==> src/rtl/data_mem_arbiter_pkg.sv <==
// ---------------------------------------------------------------------------
// mem_arb_pkg
//   Shared types and constants for the data_mem arbiter slice.
//   - state_t : arbiter FSM states (IDLE -> ACCESS -> RESP -> IDLE)
//   - port_t  : identifies which requester owns the current command
//   - R_W_*   : data_mem r_w encodings
//   - DEF_*   : default address/data widths matching the 256x8 data_mem
// ---------------------------------------------------------------------------
package mem_arb_pkg;

  localparam int DEF_ADDR_W = 8;
  localparam int DEF_DATA_W = 8;

  localparam logic R_W_WRITE = 1'b1;
  localparam logic R_W_READ  = 1'b0;

  typedef enum logic [1:0] {
    IDLE   = 2'd0,
    ACCESS = 2'd1,
    RESP   = 2'd2
  } state_t;

  typedef enum logic {
    PORT_A = 1'b0,
    PORT_B = 1'b1
  } port_t;

endpackage

==> src/rtl/data_mem_arbiter_rr_arb2.sv <==
// ---------------------------------------------------------------------------
// rr_arb2
//   Purely combinational two-way picker.
//   Ports:
//     req_a, req_b  : pending requests from port A / port B
//     last_winner   : port that won the most recent grant
//     grant_a/b     : one-hot (or zero) pick result
//   Parameter ROUND_ROBIN:
//     1 -> on conflict the port that did NOT win last time is picked
//     0 -> on conflict port A always wins (B may starve)
//   The picker never asserts both grants.
// ---------------------------------------------------------------------------
module rr_arb2
  import mem_arb_pkg::*;
#(
  parameter int ROUND_ROBIN = 1
) (
  input  logic  req_a,
  input  logic  req_b,
  input  port_t last_winner,
  output logic  grant_a,
  output logic  grant_b
);

  // A lone requester always wins. On a conflict, round-robin mode hands the
  // slot to whichever port lost last time; fixed-priority mode favours A.
  always_comb begin
    grant_a = 1'b0;
    grant_b = 1'b0;
    if (req_a && req_b) begin
      if ((ROUND_ROBIN != 0) && (last_winner == PORT_A)) begin
        grant_b = 1'b1;
      end else begin
        grant_a = 1'b1;
      end
    end else begin
      grant_a = req_a;
      grant_b = req_b;
    end
  end

endmodule

==> src/rtl/data_mem_arbiter.sv <==
// ---------------------------------------------------------------------------
// data_mem_arbiter
//   Shares the single-port data_mem between port A (CPU load/store unit) and
//   port B (DMA/loader). Arbitrates in IDLE, latches the winning command,
//   drives data_mem for one ACCESS cycle and, for reads, returns the data
//   with a one-cycle rvalid pulse in RESP.
//
//   Ports:
//     clk, rst                  : clock, synchronous active-high reset
//     a_req/a_we/a_addr/a_wdata : port A command (held until a_gnt)
//     a_gnt                     : A command accepted at this edge
//     a_rvalid/a_rdata          : A read return (rdata held until next A read)
//     b_*                       : identical set for port B
//     address_bus/data_in/r_w   : drive to data_mem
//     data_out                  : data_mem read data (combinational)
//
//   Timing: write grant at cycle 0, commit at end of cycle 1.
//           read grant at cycle 0, rvalid at cycle 2.
// ---------------------------------------------------------------------------
module data_mem_arbiter
  import mem_arb_pkg::*;
#(
  parameter int ADDR_W      = DEF_ADDR_W,
  parameter int DATA_W      = DEF_DATA_W,
  parameter int ROUND_ROBIN = 1
) (
  input  logic              clk,
  input  logic              rst,

  input  logic              a_req,
  input  logic              a_we,
  input  logic [ADDR_W-1:0] a_addr,
  input  logic [DATA_W-1:0] a_wdata,
  output logic              a_gnt,
  output logic              a_rvalid,
  output logic [DATA_W-1:0] a_rdata,

  input  logic              b_req,
  input  logic              b_we,
  input  logic [ADDR_W-1:0] b_addr,
  input  logic [DATA_W-1:0] b_wdata,
  output logic              b_gnt,
  output logic              b_rvalid,
  output logic [DATA_W-1:0] b_rdata,

  output logic [ADDR_W-1:0] address_bus,
  output logic [DATA_W-1:0] data_in,
  output logic              r_w,
  input  logic [DATA_W-1:0] data_out
);

  state_t            state;
  port_t             last_winner;
  port_t             cmd_port;
  logic              cmd_we;

  logic              pick_a;
  logic              pick_b;
  logic              grant_slot;

  logic              sel_we;
  logic [ADDR_W-1:0] sel_addr;
  logic [DATA_W-1:0] sel_wdata;

  rr_arb2 #(
    .ROUND_ROBIN (ROUND_ROBIN)
  ) u_rr_arb2 (
    .req_a       (a_req),
    .req_b       (b_req),
    .last_winner (last_winner),
    .grant_a     (pick_a),
    .grant_b     (pick_b)
  );

  // Grants can only be issued from IDLE, and never while reset is held,
  // so a requester sitting on req through reset sees no spurious accept.
  assign grant_slot = (state == IDLE) && !rst;
  assign a_gnt      = grant_slot && pick_a;
  assign b_gnt      = grant_slot && pick_b;

  // Steer the winning port's command fields toward the latch. When nobody
  // is picked the A fields pass through, but they are not latched then.
  always_comb begin
    sel_we    = a_we;
    sel_addr  = a_addr;
    sel_wdata = a_wdata;
    if (pick_b) begin
      sel_we    = b_we;
      sel_addr  = b_addr;
      sel_wdata = b_wdata;
    end
  end

  // Main FSM with registered data_mem drive and read-return outputs.
  // address_bus/data_in double as the command latch: they are loaded on the
  // grant edge, so they present the command throughout ACCESS and simply
  // hold afterwards. r_w is high only for the ACCESS cycle of a write, which
  // keeps data_mem safe from stray writes in every other cycle. A reset that
  // lands during a write ACCESS still lets the write commit because data_mem
  // samples r_w at the same edge; a read in flight is dropped without rvalid.
  always_ff @(posedge clk) begin
    if (rst) begin
      state       <= IDLE;
      last_winner <= PORT_B;
      cmd_port    <= PORT_A;
      cmd_we      <= R_W_READ;
      address_bus <= '0;
      data_in     <= '0;
      r_w         <= R_W_READ;
      a_rvalid    <= 1'b0;
      b_rvalid    <= 1'b0;
      a_rdata     <= '0;
      b_rdata     <= '0;
    end else begin
      a_rvalid <= 1'b0;
      b_rvalid <= 1'b0;
      case (state)
        IDLE: begin
          if (a_gnt || b_gnt) begin
            cmd_port    <= b_gnt ? PORT_B : PORT_A;
            last_winner <= b_gnt ? PORT_B : PORT_A;
            cmd_we      <= sel_we;
            address_bus <= sel_addr;
            data_in     <= sel_wdata;
            r_w         <= sel_we ? R_W_WRITE : R_W_READ;
            state       <= ACCESS;
          end
        end

        ACCESS: begin
          r_w <= R_W_READ;
          if (cmd_we == R_W_WRITE) begin
            state <= IDLE;
          end else begin
            if (cmd_port == PORT_A) begin
              a_rdata  <= data_out;
              a_rvalid <= 1'b1;
            end else begin
              b_rdata  <= data_out;
              b_rvalid <= 1'b1;
            end
            state <= RESP;
          end
        end

        RESP: begin
          state <= IDLE;
        end

        default: begin
          state <= IDLE;
          r_w   <= R_W_READ;
        end
      endcase
    end
  end

endmodule

==> config.mk <==
export PLATFORM = sky130hd
export DESIGN_NAME = data_mem_arbiter
export DESIGN_NICKNAME = d
export VERILOG_FILES = /design/src/rtl/data_mem_arbiter_pkg.sv /design/src/rtl/data_mem_arbiter_rr_arb2.sv /design/src/rtl/data_mem_arbiter.sv
export SDC_FILE = /design/constraint.sdc
export NUM_CORES = 1
export LEC_CHECK = 0
export ABC_AREA = 1
export CAP_MARGIN = 10
export CORE_ASPECT_RATIO = 0.7
export CORE_MARGIN = 2
export CORE_UTILIZATION = 35
export CTS_CLUSTER_DIAMETER = 60
export CTS_CLUSTER_SIZE = 8
export DETAILED_ROUTE_END_ITERATION = 10
export HOLD_SLACK_MARGIN = 0.1
export PLACE_DENSITY_LB_ADDON = 0.2
export SLEW_MARGIN = 20
export SYNTH_ARGS = -nofsm -noshare
export SYNTH_HDL_FRONTEND = slang
export SYNTH_SLANG_ARGS = --single-unit
==> constraint.sdc <==
create_clock -name clk -period 1.95 [get_ports clk]
set_input_delay 0.39 -clock clk [delete_from_list [all_inputs] [get_ports clk]]
set_output_delay 0.39 -clock clk [all_outputs]
set_load 0.02 [all_outputs]
==> results.sh <==
export IMPL_outcome="finished clean"
export IMPL_crit_buf_inv=4
export IMPL_syn2layout_area_growth_pct=59.83
export IMPL_layout_min_cycle_time_ps=1789
export IMPL_postCtsSetupRepairBufs=0
export IMPL_seq_area_frac_synth_pct=46.58
export IMPL_synth_common_cells="nand2_1, nor2_1, dfxtp_1, o21ai_0, nand3b_1"
export IMPL_worstSetupPathType="input pin to output pin"
export IMPL_cts_hold_buffers=0
export IMPL_cts_clk_slew_worst_paths_ps=80
export IMPL_routedWlPerCell_um=10.80
export IMPL_io_pins=83
export IMPL_final_cells=405
export IMPL_dr_first_iter_drc_count=60
export IMPL_gp_congestion=0.8128
export IMPL_drv_slew=0
export IMPL_worstSkewPairLatency_ps=290
export IMPL_numPortBuffers=82
export IMPL_rsz0062_at_grt="false"
export IMPL_synth_most_common_cell="nand2_1"
export IMPL_synthesis_yosys_warnings=0
export IMPL_finClkSkew_ps=3.712
export IMPL_drt_pass1_iterations=4
export IMPL_drc_errors=0
export IMPL_crit_path_start_kind="input pin"
export IMPL_grt_antenna_before_repair=0
export IMPL_crit_arrival_ps=1400
export IMPL_grtUsageTotal_pct=16.85
export IMPL_die_w_um=87.77
export IMPL_antenna_left=0
export IMPL_dieArea_mm2=0.005497
export IMPL_synth_avg_cell_area_um2=6.988
export IMPL_via_per_inst=4.309
export IMPL_num_nets_final=381
export IMPL_cts_root_buf="clkbuf_8"
export IMPL_n_fill_cell=500
export IMPL_start_util_pct=36.15
export IMPL_synth_seq_cells=40
export IMPL_crit_chain="clkdlybuf4s50_1, inv_2, nand2_2, nor2_4, nand2_2, inv_1, clkbuf_2"
export IMPL_drv_cap=0
export IMPL_synth_distinct_cells=18
export IMPL_synth_top_area_share_pct=46.58
export IMPL_power_leakage_nw=1.242
export IMPL_dieHeight_um=62.64
export IMPL_power_mw=2.223
export IMPL_critical_path_max_stage_delay_ps=450
export IMPL_worstHoldPathType="flip-flop to flip-flop"
export IMPL_setup_viol=0
export IMPL_whs_ps=455.5
export IMPL_clockBufferDepth=2
export IMPL_irDropWorstVdd_mv=0.3702
export IMPL_placed_cells=397
export IMPL_grt_max_degree=36
export IMPL_synth_top_flop_cell="dfxtp_1"
export IMPL_crit_slowest_cell="clkdlybuf4s50_1"
export IMPL_min_period_over_period_pct=91.76
export IMPL_tightest_slew_ps=308.5
export IMPL_endpoint_kind="output pin"
export IMPL_synth_area_leaders="dfxtp_1, nand2_1, nor2_1"
export IMPL_drt_wl_total_um=4372
export IMPL_grt_overflow=0
export IMPL_rows=21
export IMPL_synthesis_nets=292
export IMPL_layout_drive_gt1_share_pct=8.333
export IMPL_diodes=0
export IMPL_synth_top_area_cell="dfxtp_1"
export IMPL_htreeDepth=2
export IMPL_cts_tree="done"
export IMPL_cts_sinks=40
export IMPL_cp_max_fo=2
export IMPL_synth_edf_count=0
export IMPL_vias=1745
export IMPL_cp_common_cell="nand2_2"
export IMPL_final_hold_violation_count=0
export IMPL_critPathTopFamily="buffers and inverters"
export IMPL_cp_required_ps=1560
export IMPL_synthArstFlopShare_pct=0
export IMPL_hpwl_um=3258
export IMPL_syn_area_mm2=0.001719
export IMPL_fmax_mhz=558.9
export IMPL_numCtsBuffers=5
export IMPL_grt_pass1_vias=1639
export IMPL_power_density_mw_per_mm2=809.0
export IMPL_synth_cells=246
export IMPL_max_slew_margin_pct=79.37
export IMPL_coreArea_mm2=0.004756
export IMPL_grt_pass1_wl_um=7279
cell type report:
type                    instances  area [µm²]  area share [%]
clock buffers                   6       72.57           2.641
well taps                      69       86.33           3.142
clock inverters                 2       35.03           1.275
multi-input cells             185       813.3           29.60
flip-flops and latches         40       800.8           29.14
repair buffers                 92       898.4           32.70
inverters                      11       41.29           1.503
power by group:
group	total, mW	internal (mW)	leakage [nW]	switching [mW]
combinational	0.625	0.315	0.859	0.310
sequential	0.934	0.897	0.328	0.0368
clock	0.664	0.380	0.0552	0.284
total	2.22	1.59	1.24	0.631
path summary, 6_finish.rpt:
path / slack (ps) / startpoint / depth (start not counted) / to
max: 160 / rst / 7 / a_gnt
min: 460 / cmd_we$_SDFFE_PP0P_ / 1 / state[1]$_SDFFE_PP0P_
max reg2reg: 540 / state[0]$_SDFFE_PP0P_ / 10 / data_in[3]$_SDFFE_PP0P_
min reg2reg: 460 / cmd_we$_SDFFE_PP0P_ / 1 / state[1]$_SDFFE_PP0P_
registers in the layout, indices dropped and copies added (netlist names), 2 cells and up:
name	flops
a_rdata	8
address_bus	8
b_rdata	8
data_in	8
state	2
metrics by stage:
stage	area (µm²)	setup WS, ps	TNS (ps)	util, %
after floorplan	1719	504.1	0	-
after global placement	2650	-288.9	-558.1	55.72
after detailed placement	2650	-280.3	-538.2	55.72
after CTS	2756	4.276	0	57.96
after global routing	2748	78.68	0	57.77
final	2748	160.6	0	57.77
layout by cell type, fill, tap and decap left out, drive strengths merged:
| master | n |
|---|---|
| nand3 | 5 |
| nand3b | 16 |
| clkdlybuf4s50 | 80 |
| dfxtp | 40 |
| a21oi | 1 |
| bufinv | 1 |
| o211ai | 1 |
| nor4 | 1 |
| clkinv | 1 |
| inv | 11 |
| o21ai | 17 |
| buf | 10 |
| nor2 | 68 |
| clkbuf | 8 |
| a21boi | 1 |
| nand2 | 75 |
what timing repair did:
| action | CTS | global route |
|---|---|---|
| endpoints found under the setup margin | 2 | 2 |
| gates cloned | 0 | 0 |
| resized for setup | 3 | 3 |
metal layers:
metal	track usage [%]	routed length [µm]	vias up
li1	-	-	944
met1	21.40	2161	740
met2	25.85	1791	53
met3	6.341	356	8
met4	6.346	63	0
met5	0	0	-
logic make-up after synthesis:
family          Yosys count  synth area share, %
simple gates            165                41.19
flops                    40                46.58
buf+inv                  21                6.113
compound gates           20                6.113
worst reg2reg max path: cells and delay by family (launching register included):
family	cells	cell delay (ps)
flip-flops	1	300
AND/OR/NAND/NOR	6	480
buffers and inverters	4	530
Note: power is estimated with default switching activity, not from simulation.
